===== src/rtl/mmio_pkg.sv =====
// Shared definitions for the MMIO request router: FSM states, default MMIO page
// and device-index width derivation.
package mmio_pkg;

  localparam logic [15:0] MMIO_PAGE_DEF = 16'h6000;

  typedef enum logic [2:0] {
    ST_IDLE    = 3'd0,
    ST_MEM_RD  = 3'd1,
    ST_DEV_REQ = 3'd2,
    ST_ACCEPT  = 3'd3,
    ST_RESP    = 3'd4
  } state_e;

  // Device-index field width; a single slot still gets a 1-bit field.
  function automatic int idx_width(input int num_dev);
    return (num_dev <= 2) ? 1 : $clog2(num_dev);
  endfunction

endpackage


===== src/rtl/mmio_timeout_ctr.sv =====
// Clear/enable up-counter with a terminal-count flag; clear wins over enable.
module mmio_timeout_ctr #(
  parameter int CNT_W = 8,
  parameter int TERM  = 254
) (
  input  logic clk,
  input  logic rst_n,
  input  logic clr,
  input  logic en,
  output logic tc
);

  localparam logic [CNT_W-1:0] TERM_V = CNT_W'(TERM);

  logic [CNT_W-1:0] cnt_q, cnt_d;

  always_comb begin
    cnt_d = cnt_q;
    if (clr) begin
      cnt_d = '0;
    end else if (en) begin
      cnt_d = cnt_q + CNT_W'(1);
    end
  end

  always_ff @(posedge clk or negedge rst_n) begin
    if (!rst_n) begin
      cnt_q <= '0;
    end else begin
      cnt_q <= cnt_d;
    end
  end

  assign tc = (cnt_q == TERM_V);

endmodule


===== src/rtl/mmio_req_router.sv =====
// Routes CPU loads/stores either to the AXI memory path or to one of NUM_DEV
// MMIO device slots over a registered req/ack handshake with timeout.
module mmio_req_router
  import mmio_pkg::*;
#(
  parameter int          NUM_DEV     = 4,
  parameter logic [15:0] MMIO_PAGE   = MMIO_PAGE_DEF,
  parameter int          IDX_LSB     = 8,
  parameter int          OFF_W       = 8,
  parameter int          TIMEOUT_CYC = 255
) (
  input  logic                  cpu_clk,
  input  logic                  cpu_reset_n,
  input  logic [31:0]           cpu_addr,
  input  logic                  cpu_memwrite,
  input  logic [31:0]           cpu_wdata,
  input  logic [3:0]            cpu_wstrb,
  input  logic                  cpu_memread,
  output logic                  cpu_req_ready,
  output logic [31:0]           cpu_rdata,
  output logic                  cpu_rdata_valid,
  input  logic                  cpu_rdata_ready,
  output logic [31:0]           mem_addr,
  output logic [31:0]           mem_wdata,
  output logic [3:0]            mem_wstrb,
  output logic                  mem_write,
  output logic                  mem_read,
  input  logic                  mem_req_ready,
  input  logic [31:0]           mem_rdata,
  input  logic                  mem_rdata_valid,
  output logic                  mem_rdata_ready,
  output logic [NUM_DEV-1:0]    dev_req,
  output logic                  dev_we,
  output logic [OFF_W-1:0]      dev_off,
  output logic [31:0]           dev_wdata,
  output logic [3:0]            dev_wstrb,
  input  logic [NUM_DEV-1:0]    dev_ack,
  input  logic [32*NUM_DEV-1:0] dev_rdata,
  output logic                  err_sticky,
  input  logic                  err_clr
);

  localparam int IDX_W = idx_width(NUM_DEV);
  localparam int CNT_W = $clog2(TIMEOUT_CYC + 1);

  state_e               state_q, state_d;
  logic [NUM_DEV-1:0]   dev_req_q, dev_req_d;
  logic                 dev_we_q, dev_we_d;
  logic [OFF_W-1:0]     dev_off_q, dev_off_d;
  logic [31:0]          dev_wdata_q, dev_wdata_d;
  logic [3:0]           dev_wstrb_q, dev_wstrb_d;
  logic [IDX_W-1:0]     idx_q, idx_d;
  logic [31:0]          rdata_q, rdata_d;
  logic                 err_q, err_d;

  logic                 req, is_mmio, idx_ok, err_set;
  logic [IDX_W-1:0]     idx_in;
  logic                 ack_sel;
  logic [31:0]          rdata_sel;
  logic                 ctr_clr, ctr_en, ctr_tc;

  assign mem_addr  = cpu_addr;
  assign mem_wdata = cpu_wdata;
  assign mem_wstrb = cpu_wstrb;

  assign dev_req    = dev_req_q;
  assign dev_we     = dev_we_q;
  assign dev_off    = dev_off_q;
  assign dev_wdata  = dev_wdata_q;
  assign dev_wstrb  = dev_wstrb_q;
  assign err_sticky = err_q;

  // Address decode and per-slot selection by the latched index.
  always_comb begin
    req     = cpu_memread | cpu_memwrite;
    is_mmio = (cpu_addr[31:16] == MMIO_PAGE);
    idx_in  = cpu_addr[IDX_LSB +: IDX_W];
    idx_ok  = (int'(idx_in) < NUM_DEV);
    ack_sel   = 1'b0;
    rdata_sel = '0;
    for (int i = 0; i < NUM_DEV; i++) begin
      if (idx_q == IDX_W'(i)) begin
        ack_sel   = dev_ack[i];
        rdata_sel = dev_rdata[32*i +: 32];
      end
    end
  end

  mmio_timeout_ctr #(
    .CNT_W (CNT_W),
    .TERM  (TIMEOUT_CYC - 1)
  ) u_timeout (
    .clk   (cpu_clk),
    .rst_n (cpu_reset_n),
    .clr   (ctr_clr),
    .en    (ctr_en),
    .tc    (ctr_tc)
  );

  always_comb begin
    state_d     = state_q;
    dev_req_d   = dev_req_q;
    dev_we_d    = dev_we_q;
    dev_off_d   = dev_off_q;
    dev_wdata_d = dev_wdata_q;
    dev_wstrb_d = dev_wstrb_q;
    idx_d       = idx_q;
    rdata_d     = rdata_q;
    err_set     = 1'b0;
    ctr_clr     = 1'b0;
    ctr_en      = 1'b0;
    cpu_req_ready   = 1'b0;
    cpu_rdata       = rdata_q;
    cpu_rdata_valid = 1'b0;
    mem_write       = 1'b0;
    mem_read        = 1'b0;
    mem_rdata_ready = 1'b0;

    unique case (state_q)
      ST_IDLE: begin
        // Simultaneous read and write is handled as a write and flagged.
        if (cpu_memread && cpu_memwrite) err_set = 1'b1;
        if (!is_mmio) begin
          mem_write     = cpu_memwrite;
          mem_read      = cpu_memread & ~cpu_memwrite;
          cpu_req_ready = mem_req_ready;
          if (mem_req_ready && cpu_memread && !cpu_memwrite) state_d = ST_MEM_RD;
        end else if (req) begin
          idx_d       = idx_in;
          dev_we_d    = cpu_memwrite;
          dev_off_d   = cpu_addr[OFF_W-1:0];
          dev_wdata_d = cpu_wdata;
          dev_wstrb_d = cpu_wstrb;
          rdata_d     = '0;
          ctr_clr     = 1'b1;
          if (idx_ok) begin
            for (int i = 0; i < NUM_DEV; i++) dev_req_d[i] = (idx_in == IDX_W'(i));
            state_d = ST_DEV_REQ;
          end else begin
            err_set = 1'b1;
            state_d = ST_ACCEPT;
          end
        end
      end
      ST_MEM_RD: begin
        cpu_rdata       = mem_rdata;
        cpu_rdata_valid = mem_rdata_valid;
        mem_rdata_ready = cpu_rdata_ready;
        if (mem_rdata_valid && cpu_rdata_ready) state_d = ST_IDLE;
      end
      ST_DEV_REQ: begin
        ctr_en = 1'b1;
        // A real ack wins over a timeout landing in the same cycle.
        if (ack_sel) begin
          dev_req_d = '0;
          rdata_d   = dev_we_q ? 32'h0 : rdata_sel;
          state_d   = ST_ACCEPT;
        end else if (ctr_tc) begin
          dev_req_d = '0;
          rdata_d   = '0;
          err_set   = 1'b1;
          state_d   = ST_ACCEPT;
        end
      end
      ST_ACCEPT: begin
        cpu_req_ready = 1'b1;
        state_d       = dev_we_q ? ST_IDLE : ST_RESP;
      end
      ST_RESP: begin
        cpu_rdata_valid = 1'b1;
        if (cpu_rdata_ready) state_d = ST_IDLE;
      end
      default: state_d = ST_IDLE;
    endcase

    err_d = err_set ? 1'b1 : (err_clr ? 1'b0 : err_q);
  end

  always_ff @(posedge cpu_clk or negedge cpu_reset_n) begin
    if (!cpu_reset_n) begin
      state_q     <= ST_IDLE;
      dev_req_q   <= '0;
      dev_we_q    <= 1'b0;
      dev_off_q   <= '0;
      dev_wdata_q <= '0;
      dev_wstrb_q <= '0;
      idx_q       <= '0;
      rdata_q     <= '0;
      err_q       <= 1'b0;
    end else begin
      state_q     <= state_d;
      dev_req_q   <= dev_req_d;
      dev_we_q    <= dev_we_d;
      dev_off_q   <= dev_off_d;
      dev_wdata_q <= dev_wdata_d;
      dev_wstrb_q <= dev_wstrb_d;
      idx_q       <= idx_d;
      rdata_q     <= rdata_d;
      err_q       <= err_d;
    end
  end

endmodule


===== config.mk =====
export PLATFORM = sky130hd
export DESIGN_NAME = mmio_req_router
export DESIGN_NICKNAME = d
export VERILOG_FILES = /design/src/rtl/mmio_pkg.sv /design/src/rtl/mmio_timeout_ctr.sv /design/src/rtl/mmio_req_router.sv
export SDC_FILE = /design/constraint.sdc
export NUM_CORES = 1
export LEC_CHECK = 0
export CAP_MARGIN = 20
export CORE_AREA = 3 3 153 155
export DETAILED_ROUTE_END_ITERATION = 6
export DIE_AREA = 0 0 156 158
export PLACE_DENSITY = 0.71
export SLEW_MARGIN = 0
export SYNTH_ARGS = -nofsm -noshare
export SYNTH_HDL_FRONTEND = slang
export SYNTH_SLANG_ARGS = --single-unit
export TNS_END_PERCENT = 30

===== constraint.sdc =====
create_clock -name cpu_clk -period 1.9 [get_ports cpu_clk]
set_input_delay 0.19 -clock cpu_clk [delete_from_list [all_inputs] [get_ports cpu_clk]]
set_output_delay 0.19 -clock cpu_clk [all_outputs]
set_load 0.005 [all_outputs]

; Yosys cells after proc, flatten, opt, wreduce, memory -nomap -nowiden
; Index checks and enable logic that the tools add are counted.
[word_totals]
ff_bits = 95
input_bits = 240
out_inout_bits = 155
word_cells = 96
[op_classes]
addsub = 1
eq_ne = 19
muxes = 49
n_bitwise = 3
reduce_logical = 14
[ops]
columns = operator, n
row1 = 32-bit two-way mux, 10
row2 = 32-bit one-hot mux with 2 select lines, 1
row3 = 3-bit two-way mux, 8
row4 = 1-bit two-way mux, 19
row5 = 16-bit by 15-bit equality test with 1-bit output (second input constant), 1
row6 = 4-bit two-way mux, 4
row7 = 8-bit two-way mux, 2
row8 = 3-bit one-hot mux with 5 select lines, 1
row9 = 3-bit != test (second input constant), 3
row10 = 8-bit by 1-bit adder with 8-bit output (second input constant), 1
row11 = 2-bit equality test (second input constant), 4
row12 = 8-bit equality test (second input constant), 1
row13 = 2-bit != test (second input constant), 4
row14 = 4-bit one-hot mux with 2 select lines, 1
row15 = 3-bit by 2-bit equality test with 1-bit output (second input constant), 2
row16 = 1-bit one-hot mux with 2 select lines, 3
row17 = 2-bit nonzero test, 3
row18 = 5-bit AND reduction, 1
row19 = 2-bit by 1-bit equality test with 1-bit output (second input constant), 2
row20 = 1-bit logical AND, 4
row21 = 2-bit zero test, 2
row22 = 4-bit AND reduction, 1
row23 = 3-bit by 1-bit equality test with 1-bit output (second input constant), 1
row24 = 3-bit equality test (second input constant), 1
row25 = 6 further kinds, 6

; Longest topological paths before layout
[depth]
depth_word = 8
depth_mapped = 7
ltp_nobuf = 6

; Hierarchy
; A second synthesis with hierarchy kept.
[hier_totals]
hier_cells = 525
hier_area_um2 = 5909.4
[by_module_without_submodules]
columns = mod, n_inst, cells_each, area_per_inst_um2, seq_area_each_um2
row1 = mmio_req_router, 1, 484, 5499.0, 2177.1
row2 = mmio_timeout_ctr, 1, 41, 410.4, 200.2

; Worst setup path before layout
; No wires, ideal clock.
[synth_path]
path_kind = in2reg
start = in cpu_addr[26]
end = reg dev_off_q[0], in the netlist dev_off[0]
setup_ps = 125
t_arrival_ps = 1782
required_time_ps = 1775
setup_slack_ps = -7
cell_stages = 6
path_buffers = 2
path_cell_list = or4b_4 > nor4_4 > and4_1 > buf_6 > buf_12 > mux2_4
[synth_between]
elab_chain_len = 2
[synth_rtl]
columns = element, line_no
row1 = from (decl), mmio_req_router.sv:14  ; input logic [31:0] cpu_addr,
row2 = 16-bit by 15-bit equality test with 1-bit output, mmio_req_router.sv:76  ; is_mmio = (cpu_addr[31:16] == MMIO_PAGE);
row3 = 3-bit AND reduction (no line), --
row4 = to (signal assigned), mmio_req_router.sv:194  ; dev_off_q <= dev_off_d;
row5 = to (decl), mmio_req_router.sv:49  ; logic [OFF_W-1:0] dev_off_q, dev_off_d;
; Every way passes these cells.
; A chain may end at the register's enable or synchronous reset.

; Worst setup path in the final report
[layout_path]
start = reg state_q[0]
end = reg idx_q[0]
[layout_between]
elab_chain_len = 2
[layout_rtl]
columns = element, line_no
row1 = from (decl), mmio_req_router.sv:46  ; state_e state_q, state_d;
row2 = from (signal assigned), mmio_req_router.sv:191  ; state_q <= state_d;
row3 = 3-bit zero test, mmio_req_router.sv:119  ; unique case (state_q)
row4 = 3-bit AND reduction (no line), --
row5 = to (signal assigned), mmio_req_router.sv:197  ; idx_q <= idx_d;
row6 = to (decl), mmio_req_router.sv:52  ; logic [IDX_W-1:0] idx_q, idx_d;
; Every way passes these cells.

==> results.md <==
* Wire length on met3 at ~1.9 mm
* Status: complete, but fails checks
* Vias in the first global route at ~6000
* Vias/cell at just under 5
* Count of different cell masters after synthesis at 46
* Initial Utilization at 27.71%
* Highest routed layer: met5
* Gr ovfl total at 0
* Synth Area in Adders at less than 1%
* Met1 Wirelength at roughly 9.6 mm
* Total of max-cap violations at 0
* CTS Buf Count at 9
* Die height at ~160 um
* Cells after Synth at 567
* Drt pass-1 iters at 5
* Clock skew at approximately 0.014 ns
* Max frequency at around 0.5 GHz
* Die Wd at about 160 um
* Detailed-route DRC error count at 0
* Nets@finish at 1169
* Core area at 21960 um2
* Min cycle time layout at 2.000 ns
* VDD IR max at between 0.3 and 0.4 mV
* Clk buf depth at 2
* Fin cells at ~1200
* Clock-pin slew on the worst setup and hold paths at about 0.080 ns
* Final Slew Violations at 0
* Synth top area share at between 30 and 40%
* Post-synthesis register bit count at 95
* Setup crit start kind: flip-flop
* First-pass GRT wire length at roughly 36 mm
* Layout cells sized above 1 at 25.43%
* Netlist Area Pre-Place at about 6100 um2
* Initial drt markers at ~260
* Commonest cells after routing, fill and taps aside: 340 x clkdlybuf4s50_1, 94 x dfrtp_1, 75 x mux2_4
* Number of synthesized flops with an enable pin at 0
* CP required at ~2.1 ns
* Final setup vio count at 70
* XOR/XNOR Fraction of Synth Area at under 10%
* Clock sink count at 95
* RSZ-0062 raised after global routing: true
* YS warnings at 0
* Hold crit path type: in -> out
* Most common cell after layout, fill and taps aside: clkdlybuf4s50_1
* DR WL/cell at slightly above 20 um
* Mux cell area share after synthesis at 22.52%
* Syn_area_per_cell at 10.73 um2
* CTS tree: yes
* PortBufs at roughly 380
* Register area share after synthesis at 39.07%
* Clock tree root driver cell: clkbuf_16
* Ys async rst share at 100.0%
* Hpwl dp at about 19 mm
* Clock Latency Late Sink at about 0.35 ns
* Simple-gate share of the synthesized area at under 10%
* R2R cell count at 8
* Placed instance count at 1169
* Wire length on met2 at 13.06 mm
* Antenna viol nets, final at 0
* Worst hold stages at 0
* Critical path endpoint category: flip-flop
* Largest net degree at the start of global routing at 66
* Final setup TNS at -4.591 ns
* Syn_nets at approximately 800
* Row cnt at 54
* Leakage power at around 4.5 nW
* Final wirelength at ~25 mm
* Maximum fanout along the worst path at 6
* CTS H-tree depth at 3
* WHS at 0.3800 ns
* Initial antenna violation count at 1
* Fin. Hold Viols at 0
* Failing checks: setup timing
* PwrDens at between 400 and 500 nW/um2
* Worst-Margin Slew at around 0.4 ns
* Largest family of logic cells by synthesized area: multiplexers
* Max_slew headroom at about three quarters
* Synth Area in Compound Gates at between 10 and 15%
* # diodes at 0
* Die area at around 25000 um2
* CP Data Arrival Time at 2.23 ns
* Cell accounting for the most synthesized area: dfrtp_1
* P&R area growth vs syn at 81.06%
* # IOs at roughly 400
* Area contributors post-synth: dfrtp_1 39%, mux2_4 9.9%, buf_4 8.5%
* GRT Total Usage at a little under a fifth
* Final period util at 105.3%
* Synth Flop Type: dfrtp_1
* Crit Path Category: reg -> reg
* Vias at between 5000 and 6000
* RePlAce Congestion at between 0.8 and 0.9
* Final setup margin at -0.1001 ns
* # fillers at ~2000
critical path, cell delays in order, from the launching register on:
cell,delay [ns]
dfrtp_1,0.42
buf_4,0.15
buf_4,0.13
nor3_2,0.10
buf_4,0.15
and4_4,0.34
buf_12,0.15
buf_8,0.11
mux2_2,0.32
layer usage:
layer	vias up	track usage, %
met2	290	34.66
met4	2	5.214
met1	2805	22.33
met5	-	0
li1	2748	-
met3	32	4.757
kinds of logic after synthesis:
logic type	count (synthesis)
adders and majority gates	2
and+or+nand+nor	118
AOI/OAI and AO/OA	116
buffers and inverters	118
xor gates and xnor gates	7
muxes	111
DFF	95
final timing paths:
check | from | to | slack [ns]
setup reg to reg | state_q[0] | idx_q[0] | -0.10
hold / removal | cpu_addr[14] | mem_addr[14] | 0.38
max in group asynchronous | cpu_reset_n | idx_q[0] | 1.17
setup / recovery | state_q[0] | idx_q[0] | -0.10
min in group asynchronous | cpu_reset_n | dev_off[5] | 0.41
hold reg to reg | rdata_q[19] | rdata_q[19] | 0.50
what timing repair did:
action,in CTS,in global routing
gates resized for setup,246,27
endpoints found under the hold margin,95,0
pin swaps,7,9
setup endpoints to repair,119,120
buffers inserted,22,3
hold buffers,1,0
gates cloned,6,1
power breakdown:
| part | total [mW] | leakage (nW) | switching [mW] | internal [mW] |
|---|---|---|---|---|
| Clock | 1.81 | 0.143 | 0.895 | 0.919 |
| Sequential | 2.04 | 1.28 | 0.00734 | 2.03 |
| Combinational | 1.63 | 3.06 | 0.550 | 1.08 |
| Total | 5.48 | 4.48 | 1.45 | 4.03 |
stage by stage:
stage	setup slack [ns]	area, um2	power [mW]	util, %
CTS	-0.1611	10940	5.552	49.83
global route	-0.1596	11020	5.708	50.17
finish	-0.1001	11020	5.480	50.17
global placement	-0.5658	10060	3.398	45.83
detailed placement	-0.5857	10060	3.402	45.83
floorplan	-0.006961	6085	2.472	-
cells in the mapped netlist (2+ instances only):
| library cell | number |
|---|---|
| o211ai_1 | 32 |
| clkbuf_1 | 32 |
| buf_4 | 69 |
| nor3b_1 | 2 |
| buf_2 | 8 |
| a22o_1 | 2 |
| and2_1 | 2 |
| a32o_1 | 33 |
| buf_12 | 4 |
| inv_1 | 3 |
| nand4_1 | 3 |
| nand3b_1 | 2 |
| dfrtp_1 | 95 |
| nand2_1 | 39 |
| a21oi_1 | 6 |
| nand2b_1 | 4 |
| mux2_1 | 3 |
| ha_1 | 2 |
| o21ai_0 | 36 |
| and4_1 | 2 |
| mux2_2 | 34 |
| nor2_1 | 15 |
| mux2i_1 | 33 |
| nor4_1 | 3 |
| nor3_1 | 3 |
| mux2_4 | 40 |
| xor2_1 | 6 |
| nand3_1 | 36 |
cell type report:
type	instances	area, um2	area share (%)
Multi-Input combinational cell	354	3141	28.51
Clock buffer	9	225.2	2.044
Inverter	3	11.26	0.1022
Timing Repair Buffer	464	4848	44.01
Clock inverter	7	60.06	0.5451
Sequential cell	95	2381	21.61
Tap cell	280	350.3	3.180
registers in the layout (all words and copies together) (netlist names), 2 cells and up:
signal / count
dev_wstrb: 4
dev_req: 4
dev_off: 8
rdata_q: 32
u_timeout.cnt_q: 8
idx_q: 2
dev_wdata: 32
state_q: 3
(Power assumes the default switching activity.)
